==> src/rtl/reg_bus_pkg.sv <==
// Shared types and limits for the register-bus master.
package reg_bus_pkg;

    localparam int unsigned RD_LAT_MAX = 3;
    localparam int unsigned RD_CNT_W   = $clog2(RD_LAT_MAX + 1);

    typedef enum logic [1:0] {
        StIdle,
        StAccess,
        StWait,
        StResp
    } bus_state_e;

endpackage

==> src/rtl/reg_bus_rd_mux.sv <==
// Selects one slave's slice out of the concatenated slave read buses.
module reg_bus_rd_mux #(
    parameter int unsigned REG_WIDTH  = 32,
    parameter int unsigned NUM_REGS   = 8,
    parameter int unsigned ADDR_WIDTH = 3
) (
    input  logic [NUM_REGS*REG_WIDTH-1:0] rd_bus,
    input  logic [ADDR_WIDTH-1:0]         sel_addr,
    output logic [REG_WIDTH-1:0]          rd_data
);

    // Compare at full width so a narrow slave count never aliases onto a wider address.
    always_comb begin
        rd_data = '0;
        for (int unsigned i = 0; i < NUM_REGS; i++) begin
            if (32'(sel_addr) == i) begin
                rd_data = rd_bus[i*REG_WIDTH +: REG_WIDTH];
            end
        end
    end

endmodule

==> src/rtl/reg_bus_master.sv <==
// Single-outstanding request/response master driving a bank of register slaves
// over a shared select/data bus with a fixed read latency.
module reg_bus_master
    import reg_bus_pkg::*;
#(
    parameter int unsigned REG_WIDTH  = 32,
    parameter int unsigned NUM_REGS   = 8,
    parameter int unsigned ADDR_WIDTH = 3,
    parameter int unsigned RD_LAT     = 1
) (
    input  logic                          clk,
    input  logic                          rst,
    input  logic                          req_valid,
    output logic                          req_ready,
    input  logic                          req_wr,
    input  logic [ADDR_WIDTH-1:0]         req_addr,
    input  logic [REG_WIDTH-1:0]          req_data,
    output logic                          rsp_valid,
    input  logic                          rsp_ready,
    output logic [REG_WIDTH-1:0]          rsp_data,
    output logic                          rsp_err,
    output logic [NUM_REGS-1:0]           reg_wr_sel,
    output logic                          reg_wr_rd,
    output logic [REG_WIDTH-1:0]          reg_wr_data,
    input  logic [NUM_REGS*REG_WIDTH-1:0] reg_rd_out
);

    localparam logic [RD_CNT_W-1:0] LAST_CNT = (RD_LAT > 0) ? RD_CNT_W'(RD_LAT - 1) : '0;

    bus_state_e              state_q, state_d;
    logic                    wr_q, wr_d;
    logic [ADDR_WIDTH-1:0]   addr_q, addr_d;
    logic [RD_CNT_W-1:0]     cnt_q, cnt_d;
    logic [REG_WIDTH-1:0]    rsp_data_q, rsp_data_d;
    logic                    rsp_err_q, rsp_err_d;
    logic [NUM_REGS-1:0]     sel_q, sel_d;
    logic                    bus_wr_q, bus_wr_d;
    logic [REG_WIDTH-1:0]    bus_data_q, bus_data_d;
    logic [REG_WIDTH-1:0]    rd_sample;
    logic                    addr_oor;

    reg_bus_rd_mux #(
        .REG_WIDTH  (REG_WIDTH),
        .NUM_REGS   (NUM_REGS),
        .ADDR_WIDTH (ADDR_WIDTH)
    ) u_rd_mux (
        .rd_bus   (reg_rd_out),
        .sel_addr (addr_q),
        .rd_data  (rd_sample)
    );

    assign addr_oor = (32'(req_addr) >= NUM_REGS);

    always_comb begin
        state_d    = state_q;
        wr_d       = wr_q;
        addr_d     = addr_q;
        cnt_d      = cnt_q;
        rsp_data_d = rsp_data_q;
        rsp_err_d  = rsp_err_q;
        // Bus outputs are only non-zero for the single ACCESS cycle.
        sel_d      = '0;
        bus_wr_d   = 1'b0;
        bus_data_d = '0;

        unique case (state_q)
            StIdle: begin
                if (req_valid) begin
                    wr_d       = req_wr;
                    addr_d     = req_addr;
                    cnt_d      = '0;
                    rsp_data_d = '0;
                    rsp_err_d  = 1'b0;
                    if (addr_oor) begin
                        rsp_err_d = 1'b1;
                        state_d   = StResp;
                    end else begin
                        sel_d      = {{(NUM_REGS-1){1'b0}}, 1'b1} << req_addr;
                        bus_wr_d   = req_wr;
                        bus_data_d = req_data;
                        state_d    = StAccess;
                    end
                end
            end

            StAccess: begin
                if (wr_q) begin
                    state_d = StResp;
                end else if (RD_LAT == 0) begin
                    rsp_data_d = rd_sample;
                    state_d    = StResp;
                end else begin
                    cnt_d   = '0;
                    state_d = StWait;
                end
            end

            StWait: begin
                if (cnt_q == LAST_CNT) begin
                    rsp_data_d = rd_sample;
                    cnt_d      = '0;
                    state_d    = StResp;
                end else begin
                    cnt_d = cnt_q + RD_CNT_W'(1);
                end
            end

            StResp: begin
                if (rsp_ready) begin
                    rsp_data_d = '0;
                    rsp_err_d  = 1'b0;
                    state_d    = StIdle;
                end
            end

            default: begin
                state_d = StIdle;
            end
        endcase
    end

    always_ff @(posedge clk) begin
        if (rst) begin
            state_q    <= StIdle;
            wr_q       <= 1'b0;
            addr_q     <= '0;
            cnt_q      <= '0;
            rsp_data_q <= '0;
            rsp_err_q  <= 1'b0;
            sel_q      <= '0;
            bus_wr_q   <= 1'b0;
            bus_data_q <= '0;
        end else begin
            state_q    <= state_d;
            wr_q       <= wr_d;
            addr_q     <= addr_d;
            cnt_q      <= cnt_d;
            rsp_data_q <= rsp_data_d;
            rsp_err_q  <= rsp_err_d;
            sel_q      <= sel_d;
            bus_wr_q   <= bus_wr_d;
            bus_data_q <= bus_data_d;
        end
    end

    assign req_ready   = (state_q == StIdle);
    assign rsp_valid   = (state_q == StResp);
    assign rsp_data    = rsp_data_q;
    assign rsp_err     = rsp_err_q;
    assign reg_wr_sel  = sel_q;
    assign reg_wr_rd   = bus_wr_q;
    assign reg_wr_data = bus_data_q;

    a_sel_onehot0: assert property (@(posedge clk) disable iff (rst) $onehot0(reg_wr_sel));

    a_rsp_held: assert property (@(posedge clk) disable iff (rst)
        rsp_valid && !rsp_ready |=> rsp_valid && $stable(rsp_data) && $stable(rsp_err));

endmodule

==> config.mk <==
export PLATFORM = sky130hd
export DESIGN_NAME = reg_bus_master
export DESIGN_NICKNAME = d
export VERILOG_FILES = /design/src/rtl/reg_bus_pkg.sv /design/src/rtl/reg_bus_rd_mux.sv /design/src/rtl/reg_bus_master.sv
export SDC_FILE = /design/constraint.sdc
export NUM_CORES = 1
export LEC_CHECK = 0
export CORE_AREA = 2 2 143 145
export DETAILED_ROUTE_END_ITERATION = 8
export DIE_AREA = 0 0 145 147
export REMOVE_ABC_BUFFERS = 1
export SLEW_MARGIN = 20
export SYNTH_ARGS = -nofsm -noshare
export SYNTH_HDL_FRONTEND = slang
export SYNTH_SLANG_ARGS = --single-unit
export TNS_END_PERCENT = 30
==> constraint.sdc <==
create_clock -name clk -period 3.3 [get_ports clk]
set_input_delay 0.33 -clock clk [delete_from_list [all_inputs] [get_ports clk]]
set_output_delay 0.33 -clock clk [all_outputs]
set_load 0.05 [all_outputs]
==> flow_summary.yaml <==
timing:
  period_minus_slack_ns: 2.34
  worst_slew_pin_slew_ns: 0.741
  drv_slew: 0
  hold_slack_ns: 0.453
  finClkSkew_ns: 0.00745
  fin_crit_sh_pct: 70.8
  max_freq_mhz: 428
  slew-limit-headroom_pct: 50.6
  finalSetupViolCount: 0
  grt_setup_unrepaired: "false"
  hold_viol_final: 0
grt:
  overflow: 0
  use_met2_pct: 35.1
  use_met3_pct: 5.87
  use_met1_pct: 24.3
  grt_pass1_vias: 5753
  antenna_found_initial: 1
  grt_pass1_wl_um: 33300
  grt-busiest-layer: "met2"
  grt_max_degree: 66
  grt_usage_pct: 19.9
logic_synthesis:
  syn-mean-instance-area_um2: 8.44
  synth_edf_count: 0
  synth-async-reset-ratio_pct: 0
  synthFlopType: "dfxtp_1"
  yosysWarnings: 0
  synth_area_leader_cell: "dfxtp_1"
  ys_seq_area_share_pct: 30.3
  synthTopCellsByArea: "dfxtp_1 (30%), mux2i_1 (16%), a21oi_1 (5.7%), o31ai_2 (4.4%), nor3b_1 (4.2%)"
  synth_cell_type_count: 45
  synth_top_area_share_pct: 30.3
  syn_inst: 634
  netlist_area_mm2: 0.00535
  synth-seq-cells: 81
placement:
  portBuffers: 370
  dp_hpwl_um: 16800
  place_congestion: 0.767
detailed_routing:
  avgViaCountPerCell: 4.69
  drc: 0
  num_vias: 5826
  drt_iter0_drc: 219
  drt_first_pass_iters: 4
  routed_wirelength_um: 21900
  postRouteAntennaNets: 0
  wire_per_inst_um: 17.7
floorplan:
  die_w_um: 145
  die_h_um: 147
  coreArea_mm2: 0.0198
  initial_core_util_pct: 27.0
  io_pins: 372
  dieArea_mm2: 0.0213
  rows: 52
cts:
  post_cts_resize_count: 0
  path_clk_slew_ns: 0.07
  cts_htree_levels: 3
  cts_setup_buffers: 0
  clock-sinks: 81
  cts_buffers: 9
  hold_buffers: 0
  cts.path.max_buffers: 2
  clock_latency_ns: 0.34
  cts-root-buf: "clkbuf_16"
  tritoncts: "done"
final_layout:
  fill_cells: 1923
  multi_input_area_mm2: 0.00340
  area_growth_pct: 77.3
  nets: 1269
  diodes: 0
  regArea_mm2: 0.00163
  final_layout_size_suffix_gt1_share_pct: 6.07
critical_path:
  rrSetupSlack_ns: 1.07
  endpoint_kind: "primary output"
  path_max_fanout: 10
  r2r_cells: 5
  arrival_ns: 2.01
  worst-endpoint-required_ns: 2.97
  worstSetupPathType: "reg2out"
  start_kind: "flip-flop"
run:
  maxCapViolations: 0
run_status:
  status: "finished clean"
power_and_ir_drop:
  total_power_w: 0.00445
  irDropWorstVdd_uv: 406
  leakagePower_nw: 3.24
  powerDensity_mw_per_mm2: 469
worst_hold_path:
  hold_class: "reg2reg"
  min_path_cells: 2
[where the power goes]
group | leakage [nW] | internal, W | total, W | switching [W]
Clock | 0.152 | 0.000637 | 0.00107 | 0.000435
Combinational | 2.43 | 0.000967 | 0.00213 | 0.00116
Sequential | 0.659 | 0.00110 | 0.00125 | 0.000149
[per-layer routing]
layer,vias to the layer above,part of all wire [%]
met5,-,0.064
met4,2,0.97
met3,14,6.6
met2,207,50
met1,2675,42
li1,2928,-
[flip-flops by register name (all words and copies together), names as in the netlist]
signal       flops
reg_wr_data     32
cnt_q            2
rsp_data        32
reg_wr_sel       8
addr_q           3
state_q          2
reg_wr_rd        1
wr_q             1
[worst paths after layout]
kind                                start                        end
hold / removal      cnt_q[0]$_SDFFE_PP0P_      cnt_q[0]$_SDFFE_PP0P_
hold reg to reg     cnt_q[0]$_SDFFE_PP0P_      cnt_q[0]$_SDFFE_PP0P_
setup / recovery  state_q[0]$_SDFFE_PP0P_                  req_ready
setup reg to reg  state_q[1]$_SDFFE_PP0P_  rsp_data[29]$_SDFFE_PP0P_
[area by class of cell]
cell class	count	share of cell area, %
Timing Repair Buffer	377	39.9
Multi-Input combinational cell	491	35.8
Sequential cell	81	17.2
Tap cell	270	3.56
Clock buffer	11	2.68
Clock inverter	5	0.633
Inverter	7	0.277
[per-stage QoR]
| stage | TNS, ns | util [%] | area (um^2) | setup WS, ns | instances |
|---|---|---|---|---|---|
| after global routing | 0 | 47.8 | 9490 | 0.835 | 1242 |
| after CTS | 0 | 47.8 | 9490 | 0.933 | 1242 |
| final | 0 | 47.8 | 9490 | 0.963 | 1242 |
| after detailed placement | 0 | 46.2 | 9170 | 0.957 | 1226 |
| after floorplan | -58.24 | - | 5040 | -2.10 | 579 |
| after global placement | 0 | 46.2 | 9170 | 0.983 | 1226 |
[cells in the mapped netlist, types with 2 or more instances]
library cell  count
dfxtp_1          81
a22oi_1          27
mux4_2            2
or3b_1            2
ha_1              6
nor3b_1          30
buf_2            13
nand2_1          39
nand2b_1         31
inv_1             6
o31ai_2          19
and2_1           34
nor2b_1           7
mux2i_1          87
clkbuf_1         24
a21oi_1          61
a32o_1            4
o21a_1            2
nor2_1           59
buf_4             9
o31ai_1           8
or2_2             2
nand3_1          10
mux2_2            3
nor3_1            5
o211ai_1          6
buf_1             2
nand3b_1          2
buf_6             7
o21ai_0          31
[cells by family after synthesis]
logic type	after synthesis	share of synthesized area, %
flip-flops	81	30.3
AO/OA/AOI/OAI	165	21.0
other	1	0.0701
multiplexers	92	17.8
buffers and inverters	62	6.27
AND/OR/NAND/NOR	227	23.2
adder cells (fa/ha/maj)	6	1.40
[placed cells by master (no fill, tap or decap), types with 3 or more instances in the layout]
cell type / count
a21oi_1: 61
a22oi_1: 27
a32o_1: 4
and2_1: 34
buf_4: 5
clkbuf_16: 10
clkdlybuf4s50_1: 370
dfxtp_1: 78
ha_1: 6
inv_1: 6
mux2_2: 3
mux2i_1: 87
nand2_1: 39
nand2b_1: 30
nand3_1: 10
nor2_1: 59
nor2b_1: 7
nor3_1: 5
nor3b_1: 30
o211ai_1: 6
o21ai_0: 31
o31ai_1: 8
o31ai_2: 19
[critical path: stages, from the launching register on]
cell             delay, ns
dfxtp_1               0.33
inv_1                 0.11
ha_1                  0.36
clkdlybuf4s50_1       0.87
Note: power is estimated with default switching activity, not from simulation.
